`config.mk`:
```
export PLATFORM = sky130hd
export DESIGN_NAME = width_change_gearbox
export DESIGN_NICKNAME = d
export VERILOG_FILES = /design/src/rtl/width_change_gearbox.sv
export SDC_FILE = /design/constraint.sdc
export NUM_CORES = 1
export LEC_CHECK = 0
export CAP_MARGIN = 20
export CELL_PAD_IN_SITES_DETAIL_PLACEMENT = 0
export CELL_PAD_IN_SITES_GLOBAL_PLACEMENT = 2
export CORE_ASPECT_RATIO = 1.25
export CORE_MARGIN = 2
export CORE_UTILIZATION = 33
export DETAILED_ROUTE_END_ITERATION = 8
export PLACE_DENSITY = 0.84
export SLEW_MARGIN = 20
export SYNTH_ARGS = -nofsm -noshare
export SYNTH_HDL_FRONTEND = slang
export SYNTH_SLANG_ARGS = --single-unit
```
`constraint.sdc`:
```
create_clock -name clk -period 2.4 [get_ports clk]
set_input_delay 0.48 -clock clk [delete_from_list [all_inputs] [get_ports clk]]
set_output_delay 0.48 -clock clk [all_outputs]
set_load 0.02 [all_outputs]
```
`src/rtl/width_change_gearbox.sv`:
```
// Width converter: packs/unpacks AWIDTH-bit words into BWIDTH-bit words MSB-first with valid/ready on both sides.
// Optional residual flush with b_last marker is enabled by defining WIDTH_CHANGE_FLUSH_EN.
module width_change_gearbox #(
    parameter int AWIDTH = 8,
    parameter int BWIDTH = 12
) (
    input  logic              clk,
    input  logic              rst_n,
    input  logic              a_vld,
    output logic              a_rdy,
    input  logic [AWIDTH-1:0] a,
    output logic              b_vld,
    input  logic              b_rdy,
    output logic [BWIDTH-1:0] b
`ifdef WIDTH_CHANGE_FLUSH_EN
    ,
    input  logic              flush,
    output logic              b_last
`endif
);

    localparam int BUFW = AWIDTH + BWIDTH;
    localparam int CW   = $clog2(BUFW + 1);
    localparam logic [CW-1:0] BW_C = CW'(BWIDTH);
    localparam logic [CW-1:0] AW_C = CW'(AWIDTH);

    logic [BUFW-1:0] buf_q, buf_d, buf_pop, a_ext;
    logic [CW-1:0]   cnt_q, cnt_d, cnt_pop;
    logic            push, pop;
    logic            flush_pend;

    assign a_rdy = (cnt_q <= BW_C) && !flush_pend;
    // A pending flush lets a short residual out as a zero-padded word.
    assign b_vld = (cnt_q >= BW_C) || (flush_pend && (cnt_q != '0));
    assign b     = buf_q[BUFW-1 -: BWIDTH];

    assign push  = a_vld && a_rdy;
    assign pop   = b_vld && b_rdy;
    assign a_ext = {a, {BWIDTH{1'b0}}};

    always_comb begin
        buf_pop = buf_q;
        cnt_pop = cnt_q;
        if (pop) begin
            buf_pop = buf_q << BWIDTH;
            cnt_pop = (cnt_q >= BW_C) ? (cnt_q - BW_C) : '0;
        end
        buf_d = buf_pop;
        cnt_d = cnt_pop;
        // Bits below cnt are always zero, so OR-ing the shifted word appends it.
        if (push) begin
            buf_d = buf_pop | (a_ext >> cnt_pop);
            cnt_d = cnt_pop + AW_C;
        end
    end

    always_ff @(posedge clk or negedge rst_n) begin
        if (!rst_n) begin
            buf_q <= '0;
            cnt_q <= '0;
        end else begin
            buf_q <= buf_d;
            cnt_q <= cnt_d;
        end
    end

`ifdef WIDTH_CHANGE_FLUSH_EN
    // Pending survives only while bits remain; the final pop or an empty buffer ends it.
    always_ff @(posedge clk or negedge rst_n) begin
        if (!rst_n) begin
            flush_pend <= 1'b0;
        end else begin
            flush_pend <= (flush_pend || flush) && (cnt_d != '0);
        end
    end

    assign b_last = flush_pend && (cnt_q != '0) && (cnt_q <= BW_C);
`else
    assign flush_pend = 1'b0;
`endif

endmodule

```
==> results of run 1 <==
area by class of cell:
class                      instances  area [sq um]
tap                               60          75.1
fill                             497          2870
timing repair buffer              36           330
multi-input combinational        121           800
sequential                        25           626
inverter                           5          18.8
clock buffer                       4          45.0
state kept, by name (all words and copies together) (netlist names), named ones only:
| name | cells |
|---|---|
| buf_q | 20 |
| cnt_q | 4 |
cells in the mapped netlist (2+ instances only):
cell,count,area share (%)
sky130_fd_sc_hd__nand2_1,27,6.2
sky130_fd_sc_hd__dfrtp_1,25,38
sky130_fd_sc_hd__nor2_1,21,4.8
sky130_fd_sc_hd__buf_4,13,6.0
sky130_fd_sc_hd__mux2i_1,9,5.5
sky130_fd_sc_hd__o21ai_0,9,2.8
sky130_fd_sc_hd__o22ai_1,8,3.1
sky130_fd_sc_hd__mux2_2,6,4.1
sky130_fd_sc_hd__o221ai_1,6,3.2
sky130_fd_sc_hd__inv_1,5,1.2
sky130_fd_sc_hd__a21oi_1,4,1.2
sky130_fd_sc_hd__buf_6,4,2.8
sky130_fd_sc_hd__buf_2,3,0.92
sky130_fd_sc_hd__nand3_1,3,0.92
sky130_fd_sc_hd__o31ai_1,3,1.4
sky130_fd_sc_hd__or3_1,3,1.2
sky130_fd_sc_hd__clkbuf_1,2,0.46
sky130_fd_sc_hd__o211ai_1,2,0.92
timing repair:
item / CTS / global route
buffers inserted: 0 / 0
endpoints found under the setup margin: 5 / 0
gates resized for setup: 3 / 0
per-stage QoR:
| stage | utilization [%] | TNS (ns) | instances | total power [mW] | instance area, sq um |
|---|---|---|---|---|---|
| 4_1_cts | 39.8 | 0 | 251 | 2.29 | 1890 |
| 3_3_place_gp | 38.7 | 0 | 247 | 2.01 | 1840 |
| 6_report | 39.8 | 0 | 251 | 2.27 | 1890 |
| 5_1_grt | 39.8 | 0 | 251 | 2.44 | 1890 |
| 3_5_place_dp | 38.7 | -0.0381 | 247 | 2.04 | 1840 |
| 2_1_floorplan | - | 0 | 176 | 1.70 | 1630 |
metal layers:
layer  GRT usage (%)  share of wire (%)  vias to the layer above
met2            23.5                 48                       33
met4            4.08               0.44                        0
met1            19.1                 47                      612
li1                -                  -                      639
met5               0                  0                        -
met3            1.90                4.6                        2
worst max path at each step:
| stage | from | to | slack, ns | depth (start not counted) |
|---|---|---|---|---|
| floorplan | cnt_q[2] | buf_q[8] | 0.30 | 7 |
| global placement | b_rdy | buf_q[11] | 0.004 | 6 |
| detailed placement | b_rdy | buf_q[9] | -0.03 | 6 |
| CTS | cnt_q[2] | a_rdy | 0.1 | 4 |
| global route | cnt_q[2] | buf_q[11] | 0.03 | 8 |
| finish | cnt_q[2] | a_rdy | 0.12 | 4 |
critical path: cells and delay by family, from the launching register on:
kind,cells,cell delay (ns)
DFF,1,0.36
adders and majority gates,1,0.17
buffers and inverters,1,0.36
AOI/OAI and AO/OA,1,0.23
and+or+nand+nor,1,0.42
power by group:
part           switching (mW)  internal (mW)
logic                   0.742          0.586
clock network           0.126          0.118
registers               0.102          0.594
total                   0.970           1.30
kinds of logic after synthesis:
| group | after synthesis |
|---|---|
| compound gates | 41 |
| fa+ha+maj | 1 |
| simple gates | 63 |
| mux | 16 |
| buf+inv | 30 |
| flops | 25 |
==> results.rst, run 1 <==
.. list-table::
   :header-rows: 1

   * - Metric
     - Value
   * - Proportion of synthesized flip-flops having asynchronous set or reset
     - 100%
   * - CP Launch Type
     - flop
   * - RSZ-0062 raised after global routing
     - no
   * - Via count
     - 1286
   * - Multiplexer share of the synthesized area
     - a little under an eighth
   * - Post-detailed-route count of antenna-violating nets
     - 0
   * - Biggest cell delay along the critical path
     - between 0.4 and 0.5 ns
   * - Hold wc startpoint
     - buf_q[0]
   * - Drt pass-1 iters
     - 5
   * - Worst min path class
     - reg2reg
   * - Maximum number of pins on one net before global-route repair
     - 26
   * - Power per unit of standard cell area
     - ~1200 mW/mm^2
   * - Combinational family with the most area after synthesis
     - compound AO/OA/AOI/OAI gates
   * - Worst endpoint data arrival time
     - around 1.8 ns
   * - Drc violations
     - 0
   * - Post-synthesis cell type count
     - 41
   * - Core Area
     - 0.00476 sq mm
   * - Worst setup slack after placement
     - -0.0322 ns
   * - Cell at the root of the clock tree
     - sky130_fd_sc_hd__clkbuf_8
   * - Total grt overflow
     - 0
   * - Shortest period the worst path allows
     - 2.28 ns
   * - Initial core utilization
     - 34.2%
   * - Simple-gate portion of the synthesized area
     - 17.7%
   * - Post-route clock period utilization
     - 95.2%
   * - Fraction of the yosys area taken by sequential cells
     - 38.4%
   * - Max-slew violation total from the final report
     - 0
   * - Max Fanout on Critical Path
     - 4
   * - DIE WIDTH
     - 66.9 um
   * - Maximum buffer depth of the clock tree
     - 2
   * - Rows
     - 28
   * - Status
     - completed
   * - Number of global-route vias before repair
     - 1160
   * - Clk pin slew, worst setup/hold paths
     - 0.08 ns
   * - Total global routing track utilization
     - ~14%
   * - Via density per instance
     - 5.12
   * - Initial antenna violation count
     - 0
   * - Global-route wire length before repair
     - 5800 um
   * - Number of stages on the worst hold path
     - 2
   * - Clock buffer count from CTS
     - 3
   * - Number of cells on the worst reg-to-reg path
     - 7
   * - Max rail drop VDD
     - 0.472 mV
   * - CP Capture Type
     - output port
   * - Final hold violation count
     - 0
   * - DR iter-0 viols
     - 84
   * - WHS
     - 0.495 ns
   * - Yosys reg bits
     - 25
   * - Max Cap Violations
     - 0
   * - Number of synthesized flops with an enable pin
     - 0
   * - Net count of the finished layout
     - roughly 200
   * - Diodes inserted
     - 0
   * - Destination of the worst hold path
     - buf_q[0]
   * - Clock tree skew after final layout
     - 0.00185 ns
   * - Count of mapped cells out of synthesis
     - 176
   * - Number of I/O port buffers
     - 25
   * - Count of hold-fix buffers inserted at cts
     - 0
   * - Total I/O pin count
     - 26
   * - Clock sink count
     - 25
   * - Most used DFF post-synth
     - sky130_fd_sc_hd__dfrtp_1
   * - Worst Slack Setup Final
     - 0.115 ns
   * - Slew HR
     - 58.3%
   * - Register-to-register path setup slack
     - around 0.16 ns
   * - Reg-to-Reg Start
     - cnt_q[2]
   * - Total nets after synthesis
     - approximately 190
   * - Final routed wire length divided by cell count
     - between 10 and 15 um
   * - DIE AREA
     - 0.00552 sq mm
   * - Setup Viol. Count Final
     - 0
   * - Mapped Area
     - 0.00163 sq mm
   * - Cell breakdown of the critical path
     - ha_1 > or3b_4 > a31oi_4 > dlygate4sd2_1
   * - Last weighted congestion value of the routability-driven placer
     - 0.769
   * - Syn Area/Cell
     - 9.26 sq um
   * - Post-detailed-placement half-perimeter wirelength
     - 2810 um
   * - Slowest-stage cell, CP
     - sky130_fd_sc_hd__or3b_4
   * - Crit Path Category
     - reg2out
   * - Die height
     - approximately 83 um
   * - Most common cell after layout, fill and taps aside
     - sky130_fd_sc_hd__nand2_1
   * - Total wire length after detailed routing
     - approximately 3700 um
   * - Top library cells by usage in the layout, fill and taps aside
     - 27 x sky130_fd_sc_hd__nand2_1, 25 x sky130_fd_sc_hd__dfrtp_1, 23 x sky130_fd_sc_hd__clkdlybuf4s50_1
   * - CTS tree
     - done
   * - End of the worst register-to-register path
     - buf_q[6]
   * - Complex-gate fraction of the synthesized area
     - 18.8%
   * - Slew at the pin closest to its max-slew limit
     - 0.624 ns
   * - H-tree depth
     - 1
   * - Yosys warns
     - 0
   * - Area share of xor/xnor cells in the synthesized design
     - 0%
   * - Share of synthesized cell area in full adder, half adder and majority cells
     - less than 1%
   * - Synth-to-Final Area Change
     - 16.2%
   * - Fmax achieved
     - 438 MHz
   * - Share of post-route cells with drive strength above 1
     - 14.7%
   * - Static leakage
     - slightly below 0.8 nW
   * - Worst-skew pair later-pin latency
     - 0.26 ns
   * - WP data required
     - 1.92 ns
Power figures use the tool's default switching activity.
==> run 2, diff against run 1 <==
--- a/config.mk
+++ b/config.mk
@@ -8,9 +8,9 @@
 export CAP_MARGIN = 20
 export CELL_PAD_IN_SITES_DETAIL_PLACEMENT = 0
 export CELL_PAD_IN_SITES_GLOBAL_PLACEMENT = 2
-export CORE_ASPECT_RATIO = 1.25
 export CORE_MARGIN = 2
 export CORE_UTILIZATION = 33
+export CTS_CLUSTER_DIAMETER = 50
 export DETAILED_ROUTE_END_ITERATION = 8
 export PLACE_DENSITY = 0.84
 export SLEW_MARGIN = 20
==> run 2 against run 1 <==
  * Via count increased by 4.0%
  * Sequential share of layout area decreased by 0.30 points
  * Total power increased by 1.8%
  * Non-clock buffer count unchanged
  * Wire length increased by 4.9%
  * Clock-buffer cell count decreased by 1
  * Clock skew increased by 0.011 ns
  * Utilization increased by 0.45 points
  * Hold slack got worse by 0.0054 ns
  * Flip-flop and latch count unchanged
  * Critical endpoint unchanged
==> results.rst, run 2 (same netlist as run 1, synthesis figures left out) <==
.. list-table::
   :header-rows: 1

   * - Metric
     - Value
   * - Share of post-route cells with drive strength above 1
     - 15.7%
   * - Status
     - completed
   * - Via count
     - 1338
   * - Clk pin slew, worst setup/hold paths
     - 0.10 ns
   * - H-tree depth
     - 1
   * - Clock sink count
     - 25
   * - Clock buffer count from CTS
     - 3
   * - Synth-to-Final Area Change
     - 17.3%
   * - Drc violations
     - 0
   * - Most common cell after layout, fill and taps aside
     - sky130_fd_sc_hd__nand2_1
   * - Cell at the root of the clock tree
     - sky130_fd_sc_hd__clkbuf_8
   * - Max rail drop VDD
     - around 0.39 mV
   * - DIE AREA
     - 0.00552 sq mm
   * - Fmax achieved
     - between 400 and 500 MHz
   * - Slew at the pin closest to its max-slew limit
     - between 0.6 and 0.7 ns
   * - Number of I/O port buffers
     - 25
   * - Total wire length after detailed routing
     - roughly 3800 um
   * - Total I/O pin count
     - 26
   * - DR iter-0 viols
     - 109
   * - WHS
     - ~0.49 ns
   * - Clock tree skew after final layout
     - 0.0125 ns
   * - RSZ-0062 raised after global routing
     - no
   * - Worst endpoint data arrival time
     - ~1.8 ns
   * - Initial antenna violation count
     - 0
   * - Total global routing track utilization
     - 14.7%
   * - Initial core utilization
     - 34.3%
   * - Max-slew violation total from the final report
     - 0
   * - Worst min path class
     - reg2reg
   * - Post-route clock period utilization
     - 95.4%
   * - Worst setup slack after placement
     - -0.0314 ns
   * - Crit Path Category
     - reg2out
   * - WP data required
     - between 1.5 and 2 ns
   * - Regs by FF count
     - buf_q (20), cnt_q (4)
   * - Slowest-stage cell, CP
     - sky130_fd_sc_hd__or3b_4
   * - Number of global-route vias before repair
     - 1207
   * - Via density per instance
     - about 5.2
   * - Core Area
     - 0.00475 sq mm
   * - Max Cap Violations
     - 0
   * - Power per unit of standard cell area
     - 1210 mW/mm^2
   * - Final routed wire length divided by cell count
     - 14.9 um
   * - Filler cell count
     - between 500 and 600
   * - CP Launch Type
     - flop
   * - Count of hold-fix buffers inserted at cts
     - 0
   * - Post-detailed-route count of antenna-violating nets
     - 0
   * - Post-CTS setup-driven buffer insertion count
     - 0
   * - Max reg flops
     - 20
   * - Final hold violation count
     - 0
   * - DP Cell Count
     - 254
   * - DIE WIDTH
     - 74.3 um
   * - Cell breakdown of the critical path
     - ha_1 > or3b_4 > a31oi_4 > dlygate4sd2_1
   * - Global-route wire length before repair
     - 6100 um
   * - Post-layout power
     - 2.31 mW
   * - Maximum buffer depth of the clock tree
     - 2
   * - Post-detailed-placement half-perimeter wirelength
     - 2880 um
   * - Setup Viol. Count Final
     - 0
   * - Max Fanout on Critical Path
     - 4
   * - Total grt overflow
     - 0
   * - Static leakage
     - 0.770 nW
   * - Rows
     - 25
   * - Last weighted congestion value of the routability-driven placer
     - approximately 0.82
   * - Diodes inserted
     - 0
   * - Drt pass-1 iters
     - 4
   * - Slew HR
     - 59.9%
   * - Register-to-register path setup slack
     - 0.12 ns
   * - Top library cells by usage in the layout, fill and taps aside
     - 27 x sky130_fd_sc_hd__nand2_1, 25 x sky130_fd_sc_hd__dfrtp_1, 23 x sky130_fd_sc_hd__clkdlybuf4s50_1
   * - Worst-skew pair later-pin latency
     - 0.27 ns
   * - Biggest cell delay along the critical path
     - between 0.4 and 0.5 ns
   * - Net count of the finished layout
     - 205
   * - CTS tree
     - done
   * - Shortest period the worst path allows
     - 2.29 ns
   * - Maximum number of pins on one net before global-route repair
     - 26
   * - Buffer and inverter count on the worst path
     - 1
   * - Die height
     - about 74 um
   * - Most flop-heavy register
     - buf_q
   * - Non-filler instance count after layout
     - ~260
   * - CP Capture Type
     - output port
   * - Largest delay share family, worst path
     - simple AND/OR/NAND/NOR gates
   * - Worst Slack Setup Final
     - 0.110 ns
[run 2: cell types whose count changed in the layout (fill, tap and decap cells not counted)]
cell / before / now
sky130_fd_sc_hd__clkbuf_1: 1 / 0
sky130_fd_sc_hd__clkinvlp_4: 0 / 1
sky130_fd_sc_hd__nor3_1: 1 / 0
sky130_fd_sc_hd__nor3_2: 0 / 1
[run 2: where the power goes]
part | switching [mW] | total (mW) | internal (mW)
Clock | 0.143 | 0.260 | 0.118
Combinational | 0.756 | 1.34 | 0.589
Sequential | 0.109 | 0.703 | 0.594
[run 2: through the flow]
step | area [sq um] | util, % | setup TNS [ns]
after floorplan | 1630 | - | 0
after global placement | 1850 | 39.0 | 0
after detailed placement | 1850 | 39.0 | -0.0410
after CTS | 1910 | 40.1 | 0
after global routing | 1910 | 40.2 | 0
final | 1910 | 40.2 | 0
[run 2: worst paths after layout]
check / start / cells after the start / to
setup / recovery: cnt_q[2] / 4 / a_rdy
hold / removal: buf_q[0] / 2 / buf_q[0]
setup reg to reg: cnt_q[2] / 8 / buf_q[9]
hold reg to reg: buf_q[0] / 2 / buf_q[0]
max in group asynchronous: rst_n / 2 / cnt_q[1]
min in group asynchronous: rst_n / 2 / buf_q[17]
[run 2: timing repair]
item,4_1_cts,5_1_grt
endpoints found under the setup margin,5,2
endpoints found under the hold margin,0,0
gates resized for setup,3,1
pin swaps,0,0
gates cloned,0,0
[run 2: layout make-up]
class	count	area (sq um)	area share, %
Multi-Input combinational cell	121	805	42.1
Timing Repair Buffer	36	330	17.3
Inverter	5	18.8	0.982
Clock buffer	3	41.3	2.16
Clock inverter	1	7.51	0.393
Tap cell	67	83.8	4.38
Sequential cell	25	626	32.7
[run 2: layer usage]
metal	global-route usage, %	vias to the layer above	routed length (um)	share of wire, %
met4	3.57	0	28	0.73
met3	2.03	6	179	4.7
met1	21.7	648	1860	48
met2	22.9	43	1780	46
li1	-	641	-	-
met5	0	-	0	0
[run 2: worst min-delay path: cells and delay by family (launching register included)]
| family | cells | cell delay [ns] |
|---|---|---|
| and+or+nand+nor | 1 | 0.05 |
| DFF | 1 | 0.36 |
| AOI/OAI and AO/OA | 1 | 0.05 |
